[config.mk]
export PLATFORM = sky130hd
export DESIGN_NAME = operand_entry_ctrl_flat
export DESIGN_NICKNAME = d
export VERILOG_FILES = /design/src/rtl/operand_entry_if.sv /design/src/rtl/operand_entry_ctrl.sv /design/src/flat_wrapper.sv
export SDC_FILE = /design/constraint.sdc
export NUM_CORES = 1
export LEC_CHECK = 0
export BUFFER_PORTS_ARGS = -buffer_cell sky130_fd_sc_hd__buf_4
export CORE_MARGIN = 8
export CORE_UTILIZATION = 55
export DETAILED_ROUTE_END_ITERATION = 16
export PLACE_DENSITY = 0.84
export SYNTH_ARGS = -nofsm -noshare
export SYNTH_HDL_FRONTEND = slang
export SYNTH_SLANG_ARGS = --single-unit
export TNS_END_PERCENT = 30
[constraint.sdc]
create_clock -name clk -period 7.3 [get_ports clk]
set_input_delay 1.46 -clock clk [delete_from_list [all_inputs] [get_ports clk]]
set_output_delay 1.46 -clock clk [all_outputs]
set_load 0.01 [all_outputs]
[src/rtl/operand_entry_if.sv]
// Front-panel bundle for the operand-entry unit: raw buttons and operand
// select from the panel side, and operand/cursor/display outputs back to it.
interface operand_entry_if #(
  parameter int WIDTH       = 64,
  parameter int NUM_OPS     = 2,
  parameter int PAGE_DIGITS = 4
);
  localparam int NIB = WIDTH / 4;
  localparam int CW  = (NIB > 1) ? $clog2(NIB) : 1;
  localparam int NPG = NIB / PAGE_DIGITS;
  localparam int PW  = (NPG > 1) ? $clog2(NPG) : 1;

  logic                     btn_left;
  logic                     btn_right;
  logic                     btn_inc;
  logic                     btn_dec;
  logic                     btn_clr;
  logic [2:0]               op_sel;
  logic [NUM_OPS*WIDTH-1:0] operands;
  logic [CW-1:0]            cursor;
  logic [PW-1:0]            page;
  logic [PAGE_DIGITS-1:0]   blink_mask;
  logic                     edit_pulse;

  modport master (
    output btn_left, btn_right, btn_inc, btn_dec, btn_clr, op_sel,
    input  operands, cursor, page, blink_mask, edit_pulse
  );

  modport slave (
    input  btn_left, btn_right, btn_inc, btn_dec, btn_clr, op_sel,
    output operands, cursor, page, blink_mask, edit_pulse
  );
endinterface

[src/rtl/operand_entry_ctrl.sv]
// Operand-entry controller: NUM_OPS hex operands edited a nibble at a time
// from push buttons, with a shared cursor and a blinking digit mask.
// Optional macro OPERAND_ENTRY_REPEAT_EN adds auto-repeat on held inc/dec.
module operand_entry_ctrl #(
  parameter int WIDTH       = 64,
  parameter int NUM_OPS     = 2,
  parameter int PAGE_DIGITS = 4,
  parameter int BLINK_HALF  = 25000000,
  parameter int REPEAT_DLY  = 50000000,
  parameter int REPEAT_PER  = 10000000
) (
  input  logic            clk,
  input  logic            rst_n,
  operand_entry_if.slave  bus
);
  localparam int NIB = WIDTH / 4;
  localparam int CW  = (NIB > 1) ? $clog2(NIB) : 1;
  localparam int NPG = NIB / PAGE_DIGITS;
  localparam int PW  = (NPG > 1) ? $clog2(NPG) : 1;
  localparam int BW  = $clog2(BLINK_HALF + 1);
  localparam logic [3:0] NOPS = 4'(NUM_OPS);

  localparam int B_LEFT  = 0;
  localparam int B_RIGHT = 1;
  localparam int B_INC   = 2;
  localparam int B_DEC   = 3;
  localparam int B_CLR   = 4;

  if ((WIDTH % 4) != 0 || NUM_OPS < 1 || NUM_OPS > 8 || PAGE_DIGITS < 1 ||
      (NIB % PAGE_DIGITS) != 0 || BLINK_HALF < 1 || REPEAT_DLY < 1 ||
      REPEAT_PER < 1) begin : g_bad_param
    $error("operand_entry_ctrl: illegal parameter combination");
  end

  logic [4:0] btn_raw, s1, s2, s3, armed, ev;
  logic       started;

  assign btn_raw = {bus.btn_clr, bus.btn_dec, bus.btn_inc, bus.btn_right, bus.btn_left};

  // Synchronise buttons, keep a previous-value flop for edge detect, and arm
  // each button only once it has been seen low after reset so that a button
  // held through reset release cannot fire.
  always_ff @(posedge clk or negedge rst_n) begin
    if (!rst_n) begin
      s1      <= '0;
      s2      <= '0;
      s3      <= '0;
      armed   <= '0;
      started <= 1'b0;
    end else begin
      s1      <= btn_raw;
      s2      <= s1;
      s3      <= s2;
      started <= 1'b1;
      armed   <= armed | ({5{started}} & ~s1 & ~s2);
    end
  end

  assign ev = s2 & ~s3 & armed;

  logic rep_inc, rep_dec;

`ifdef OPERAND_ENTRY_REPEAT_EN
  localparam int RMAX = (REPEAT_DLY > REPEAT_PER) ? REPEAT_DLY : REPEAT_PER;
  localparam int RW   = $clog2(RMAX + 1);

  logic          hold_inc, hold_dec, hold, rep_act;
  logic [RW-1:0] rep_cnt;

  assign hold_inc = s2[B_INC] & ~s2[B_DEC] & armed[B_INC];
  assign hold_dec = s2[B_DEC] & ~s2[B_INC] & armed[B_DEC];
  assign hold     = hold_inc | hold_dec;

  // Hold timer: loads the initial delay on the first held cycle, then
  // reloads the repeat period at each terminal count until release.
  always_ff @(posedge clk or negedge rst_n) begin
    if (!rst_n) begin
      rep_act <= 1'b0;
      rep_cnt <= '0;
    end else if (!hold) begin
      rep_act <= 1'b0;
      rep_cnt <= '0;
    end else if (!rep_act) begin
      rep_act <= 1'b1;
      rep_cnt <= RW'(REPEAT_DLY - 1);
    end else if (rep_cnt == '0) begin
      rep_cnt <= RW'(REPEAT_PER - 1);
    end else begin
      rep_cnt <= rep_cnt - 1'b1;
    end
  end

  assign rep_inc = hold_inc & rep_act & (rep_cnt == '0);
  assign rep_dec = hold_dec & rep_act & (rep_cnt == '0);
`else
  assign rep_inc = 1'b0;
  assign rep_dec = 1'b0;
`endif

  logic sel_ok, inc_any, dec_any;
  logic do_clr, do_inc, do_dec, do_left, do_right;

  assign sel_ok  = {1'b0, bus.op_sel} < NOPS;
  assign inc_any = ev[B_INC] | rep_inc;
  assign dec_any = ev[B_DEC] | rep_dec;

  // Resolve one action per cycle: clear beats nibble edit beats cursor move;
  // ignored events (conflicting pairs, invalid select) do not block lower ones.
  always_comb begin
    do_clr   = 1'b0;
    do_inc   = 1'b0;
    do_dec   = 1'b0;
    do_left  = 1'b0;
    do_right = 1'b0;
    if (ev[B_CLR] && sel_ok) begin
      do_clr = 1'b1;
    end else if ((inc_any ^ dec_any) && sel_ok) begin
      do_inc = inc_any;
      do_dec = dec_any;
    end else if (ev[B_LEFT] ^ ev[B_RIGHT]) begin
      do_left  = ev[B_LEFT];
      do_right = ev[B_RIGHT];
    end
  end

  logic [CW-1:0]    cursor, cursor_nxt;
  logic [CW+1:0]    nib_lsb;
  logic [WIDTH-1:0] ops [NUM_OPS];
  logic             edit_q;

  assign nib_lsb = {cursor, 2'b00};

  // Operand registers: nibble arithmetic wraps inside the nibble, no carry.
  always_ff @(posedge clk or negedge rst_n) begin
    if (!rst_n) begin
      for (int k = 0; k < NUM_OPS; k++) ops[k] <= '0;
      edit_q <= 1'b0;
    end else begin
      edit_q <= do_clr | do_inc | do_dec;
      for (int k = 0; k < NUM_OPS; k++) begin
        if (bus.op_sel == 3'(k)) begin
          if (do_clr)
            ops[k] <= '0;
          else if (do_inc)
            ops[k][nib_lsb +: 4] <= ops[k][nib_lsb +: 4] + 4'd1;
          else if (do_dec)
            ops[k][nib_lsb +: 4] <= ops[k][nib_lsb +: 4] - 4'd1;
        end
      end
    end
  end

  // Next cursor with wrap at both ends.
  always_comb begin
    cursor_nxt = cursor;
    if (do_left)
      cursor_nxt = (cursor == CW'(NIB - 1)) ? '0 : cursor + 1'b1;
    else if (do_right)
      cursor_nxt = (cursor == '0) ? CW'(NIB - 1) : cursor - 1'b1;
  end

  logic [BW-1:0] blink_cnt;
  logic          blink_phase;

  // Cursor and blink timer; a move restarts the blink in the visible phase.
  always_ff @(posedge clk or negedge rst_n) begin
    if (!rst_n) begin
      cursor      <= '0;
      blink_cnt   <= '0;
      blink_phase <= 1'b0;
    end else if (do_left || do_right) begin
      cursor      <= cursor_nxt;
      blink_cnt   <= '0;
      blink_phase <= 1'b1;
    end else if (blink_cnt == BW'(BLINK_HALF - 1)) begin
      blink_cnt   <= '0;
      blink_phase <= ~blink_phase;
    end else begin
      blink_cnt   <= blink_cnt + 1'b1;
    end
  end

  for (genvar k = 0; k < NUM_OPS; k++) begin : g_ops_out
    assign bus.operands[k*WIDTH +: WIDTH] = ops[k];
  end

  assign bus.cursor     = cursor;
  assign bus.page       = PW'(32'(cursor) / PAGE_DIGITS);
  assign bus.blink_mask = (blink_phase && sel_ok)
                        ? (PAGE_DIGITS'(1) << (32'(cursor) % PAGE_DIGITS))
                        : '0;
  assign bus.edit_pulse = edit_q;
endmodule
[src/flat_wrapper.sv]
// flat-port wrapper written by rule: the top's interface ports become plain ports
module operand_entry_ctrl_flat 
#(
  parameter int WIDTH       = 64,
  parameter int NUM_OPS     = 2,
  parameter int PAGE_DIGITS = 4,
  parameter int BLINK_HALF  = 25000000,
  parameter int REPEAT_DLY  = 50000000,
  parameter int REPEAT_PER  = 10000000
)
  (clk, rst_n, bus_btn_left, bus_btn_right, bus_btn_inc, bus_btn_dec, bus_btn_clr, bus_op_sel, bus_operands, bus_cursor, bus_page, bus_blink_mask, bus_edit_pulse);
  operand_entry_if #(.WIDTH(WIDTH), .NUM_OPS(NUM_OPS), .PAGE_DIGITS(PAGE_DIGITS)) bus_i ();
  input  logic clk;
  input  logic rst_n;
  input wire logic [$bits(bus_i.btn_left)-1:0] bus_btn_left;
  input wire logic [$bits(bus_i.btn_right)-1:0] bus_btn_right;
  input wire logic [$bits(bus_i.btn_inc)-1:0] bus_btn_inc;
  input wire logic [$bits(bus_i.btn_dec)-1:0] bus_btn_dec;
  input wire logic [$bits(bus_i.btn_clr)-1:0] bus_btn_clr;
  input wire logic [$bits(bus_i.op_sel)-1:0] bus_op_sel;
  output wire logic [$bits(bus_i.operands)-1:0] bus_operands;
  output wire logic [$bits(bus_i.cursor)-1:0] bus_cursor;
  output wire logic [$bits(bus_i.page)-1:0] bus_page;
  output wire logic [$bits(bus_i.blink_mask)-1:0] bus_blink_mask;
  output wire logic [$bits(bus_i.edit_pulse)-1:0] bus_edit_pulse;
  assign bus_i.btn_left = bus_btn_left;
  assign bus_i.btn_right = bus_btn_right;
  assign bus_i.btn_inc = bus_btn_inc;
  assign bus_i.btn_dec = bus_btn_dec;
  assign bus_i.btn_clr = bus_btn_clr;
  assign bus_i.op_sel = bus_op_sel;
  assign bus_operands = bus_i.operands;
  assign bus_cursor = bus_i.cursor;
  assign bus_page = bus_i.page;
  assign bus_blink_mask = bus_i.blink_mask;
  assign bus_edit_pulse = bus_i.edit_pulse;
  operand_entry_ctrl #(.WIDTH(WIDTH), .NUM_OPS(NUM_OPS), .PAGE_DIGITS(PAGE_DIGITS), .BLINK_HALF(BLINK_HALF), .REPEAT_DLY(REPEAT_DLY), .REPEAT_PER(REPEAT_PER)) u_core (.clk(clk), .rst_n(rst_n), .bus(bus_i));
endmodule
==> run summary <==
Status: completed
WHS Endpoint: u_core.s2[1]$_DFF_PN0_
Worst R2R Start: u_core.bus.cursor[0]$_DFFE_PN0N_
CTS Buffer Depth: 2
Hold path startpoint: u_core.s1[1]$_DFF_PN0_
Syn_nets: 891
CP Max Fanout: 35
Largest net degree at the start of global routing: 75
Worst Skew: 0.00966 ns
Number of global-route vias before repair: 7674
Clock sinks: 180
Synth Area in XOR/XNOR: 3.65%
Total grt overflow: 0
Syn_area_per_cell: 10.1 µm²
Largest family of logic cells by synthesized area: simple AND/OR/NAND/NOR gates
Ant diodes: 0
Post-synth top area cell: dfrtp_1
PwrDens: 366 nW/µm²
Routed vias: 7644
Worst Hold Class: flop to flop
Fmax: 0.216 GHz
Post-DRT Antenna Nets: 0
Clock root cell: clkbuf_16
Rows: 46
Drt drc: 0
Die area: 20300 µm²
Pre-antenna DRT Iters: 6
Core area: 15800 µm²
Sequential fraction of the synthesis area: 51.2%
Post-layout util: 67.1%
Total track usage: 26.4%
Req. time, crit path: 7.66 ns
Design Power: 3.87 mW
Number of port buffers: 148
R2R depth: 11
Yosys reg bits: 180
Type of origin of the critical path: flop
First-pass GRT wire length: 41400 µm
Simple logic cell fraction of the synthesized area: 18.2%
Post-synth EDFFs: 0
Worst slew pin tran: 1.14 ns
DP HPWL: 19500 µm
Period utilization: 63.4%
Hold_buf cts: 0
Nets: 1028
PnR worst setup slack: 2.67 ns
Io pins: 149
Minimum clock period after layout: 4.63 ns
Setup CP Type: flop to flop
Die Wd: 143 µm
Die Y: 143 µm
Post-synthesis compound-gate area fraction: 14.0%
Count leader, synth: dfrtp_1
H-tree depth: 4
R2r endpoint: u_core.bus.operands[69]$_DFFE_PN0P_
Max-cap violation count: 0
VDD IR-drop max: 0.235 mV
Fill count: 1226
Synth top area share: 51.2%
Synth top cells by count: dfrtp_1 (180), nand2_1 (176), o21ai_0 (84)
Routed WL: 26200 µm
GPL Wtd Cong: 0.912
Skew-Pair Late Insertion Delay: 0.44 ns
Drt via density: 6.20
Slew Limit Fails: 0
Pre-CTS WS: 2.61 ns
Initial antenna violation count: 0
RSZ-0062 raised after global routing: false
Final Instance Area: 10600 µm²
Share of cells above drive strength 1: 22.2%
Yosys cell types: 59
Setup TNS: 0 ns
Final setup fails: 0
Worst Setup End Kind: flop
Ys flop type: dfrtp_1
Mux contribution to synthesized area: 8.21%
Initial Util: 55.8%
Worst-path clk slew: 0.07 ns
Top post-synthesis cells by area: dfrtp_1 (51%), nand2_1 (7.5%), o21ai_0 (4.8%), mux4_2 (4.1%), mux2i_1 (3.9%)
LEAKAGE: 4.98 nW
Area Growth Syn to Fin: 20.1%
Cts repair resizes: 0
CTS tree: built
Hold Path Stages: 0
Cell count after synthesis: 870
Ys Warns: 0
Initial DRC Count: 764
Syn Std Cell Area: 8800 µm²
Flop-to-flop setup slack: 2.67 ns
Final hold violations: 0
Synth Area in Adders: 1.56%
WP data arrival: 4.99 ns
CTS buffer count: 17
Max-slew headroom: 23.6%
Area after DPL: 10000 µm²
Asr flop ratio synth: 100%
Post-CTS Setup Inserts: 0
DR WL/cell: 21.3 µm
## registers in the layout, summed over array words and instances (netlist names)
signal	count
u_core.started	1
u_core.bus.cursor	4
u_core.blink_cnt	25
u_core.s1	5
u_core.armed	5
u_core.bus.edit_pulse	1
u_core.s2	5
u_core.blink_phase	1
u_core.bus.operands	128
u_core.s3	5
## worst max-delay path, cell delays in order, from the launching register on
cell      delay, ns
dfrtp_4        0.77
buf_4          0.59
mux2i_1        0.15
a221oi_1       0.35
nor2_1         0.07
o21ai_1        0.56
inv_1          0.10
ha_1           0.32
xnor2_1        0.89
and3_1         0.40
nand3_1        0.12
o21ai_0        0.18
## area by class of cell
type	count	area, µm²	share of cell area [%]
multi-input combinational	637	4030	38.1
timing repair buffer	157	1180	11.2
clock buffer	23	478	4.52
sequential	180	4510	42.6
tap	216	270	2.56
inverter	14	52.6	0.497
clock inverter	6	55.1	0.521
## routing by layer
layer,up-vias,track usage [%],wire (µm)
li1,3357,-,-
met1,3707,31.3,9660
met2,499,44.0,12900
met3,81,7.11,2780
met4,0,12.1,928
met5,-,0,0
## power by group
part	internal, mW	switching (mW)
registers	1.15	0.183
logic	0.603	1.09
clock network	0.487	0.365
## cell families after synthesis
| family | count (synthesis) |
|---|---|
| simple gates | 350 |
| fa+ha+maj | 11 |
| other cells | 1 |
| mux | 51 |
| compound gates | 189 |
| buf+inv | 53 |
| xor+xnor | 35 |
| flops | 180 |
## layout by cell type (no fill, tap or decap), drive strengths merged, types with 15 or more instances in the layout
cell and instances:
buf 157, dfrtp 180, xnor2 15, a22o 23, mux2i 35, xor2 20, nand3 26, mux4 16
nor2 67, clkbuf 23, nand2 177, and3 17, o21ai 114
## worst max path at each step
stage / start / to / slack [ns] / cells past startpoint
2_1_floorplan: u_core.bus.cursor[0]$_DFFE_PN0N_ / bus_blink_mask[0] / 3.68 / 9
3_3_place_gp: bus_op_sel[1] / u_core.bus.operands[20]$_DFFE_PN0P_ / 2.82 / 9
3_5_place_dp: bus_op_sel[1] / u_core.bus.operands[30]$_DFFE_PN0P_ / 2.61 / 9
4_1_cts: u_core.bus.cursor[0]$_DFFE_PN0N_ / u_core.bus.operands[69]$_DFFE_PN0P_ / 2.77 / 11
5_1_grt: u_core.bus.cursor[0]$_DFFE_PN0N_ / u_core.bus.operands[69]$_DFFE_PN0P_ / 2.35 / 11
6_report: u_core.bus.cursor[0]$_DFFE_PN0N_ / u_core.bus.operands[69]$_DFFE_PN0P_ / 2.67 / 11
## stage by stage
step / hold WS (ns) / instances
final: 0.382 / 1233
after global routing: 0.400 / 1233
after CTS: 0.384 / 1233
after detailed placement: 0.369 / 1204
after global placement: 0.367 / 1204
after floorplan: 0.354 / 870
Power figures use the tool's default switching activity.
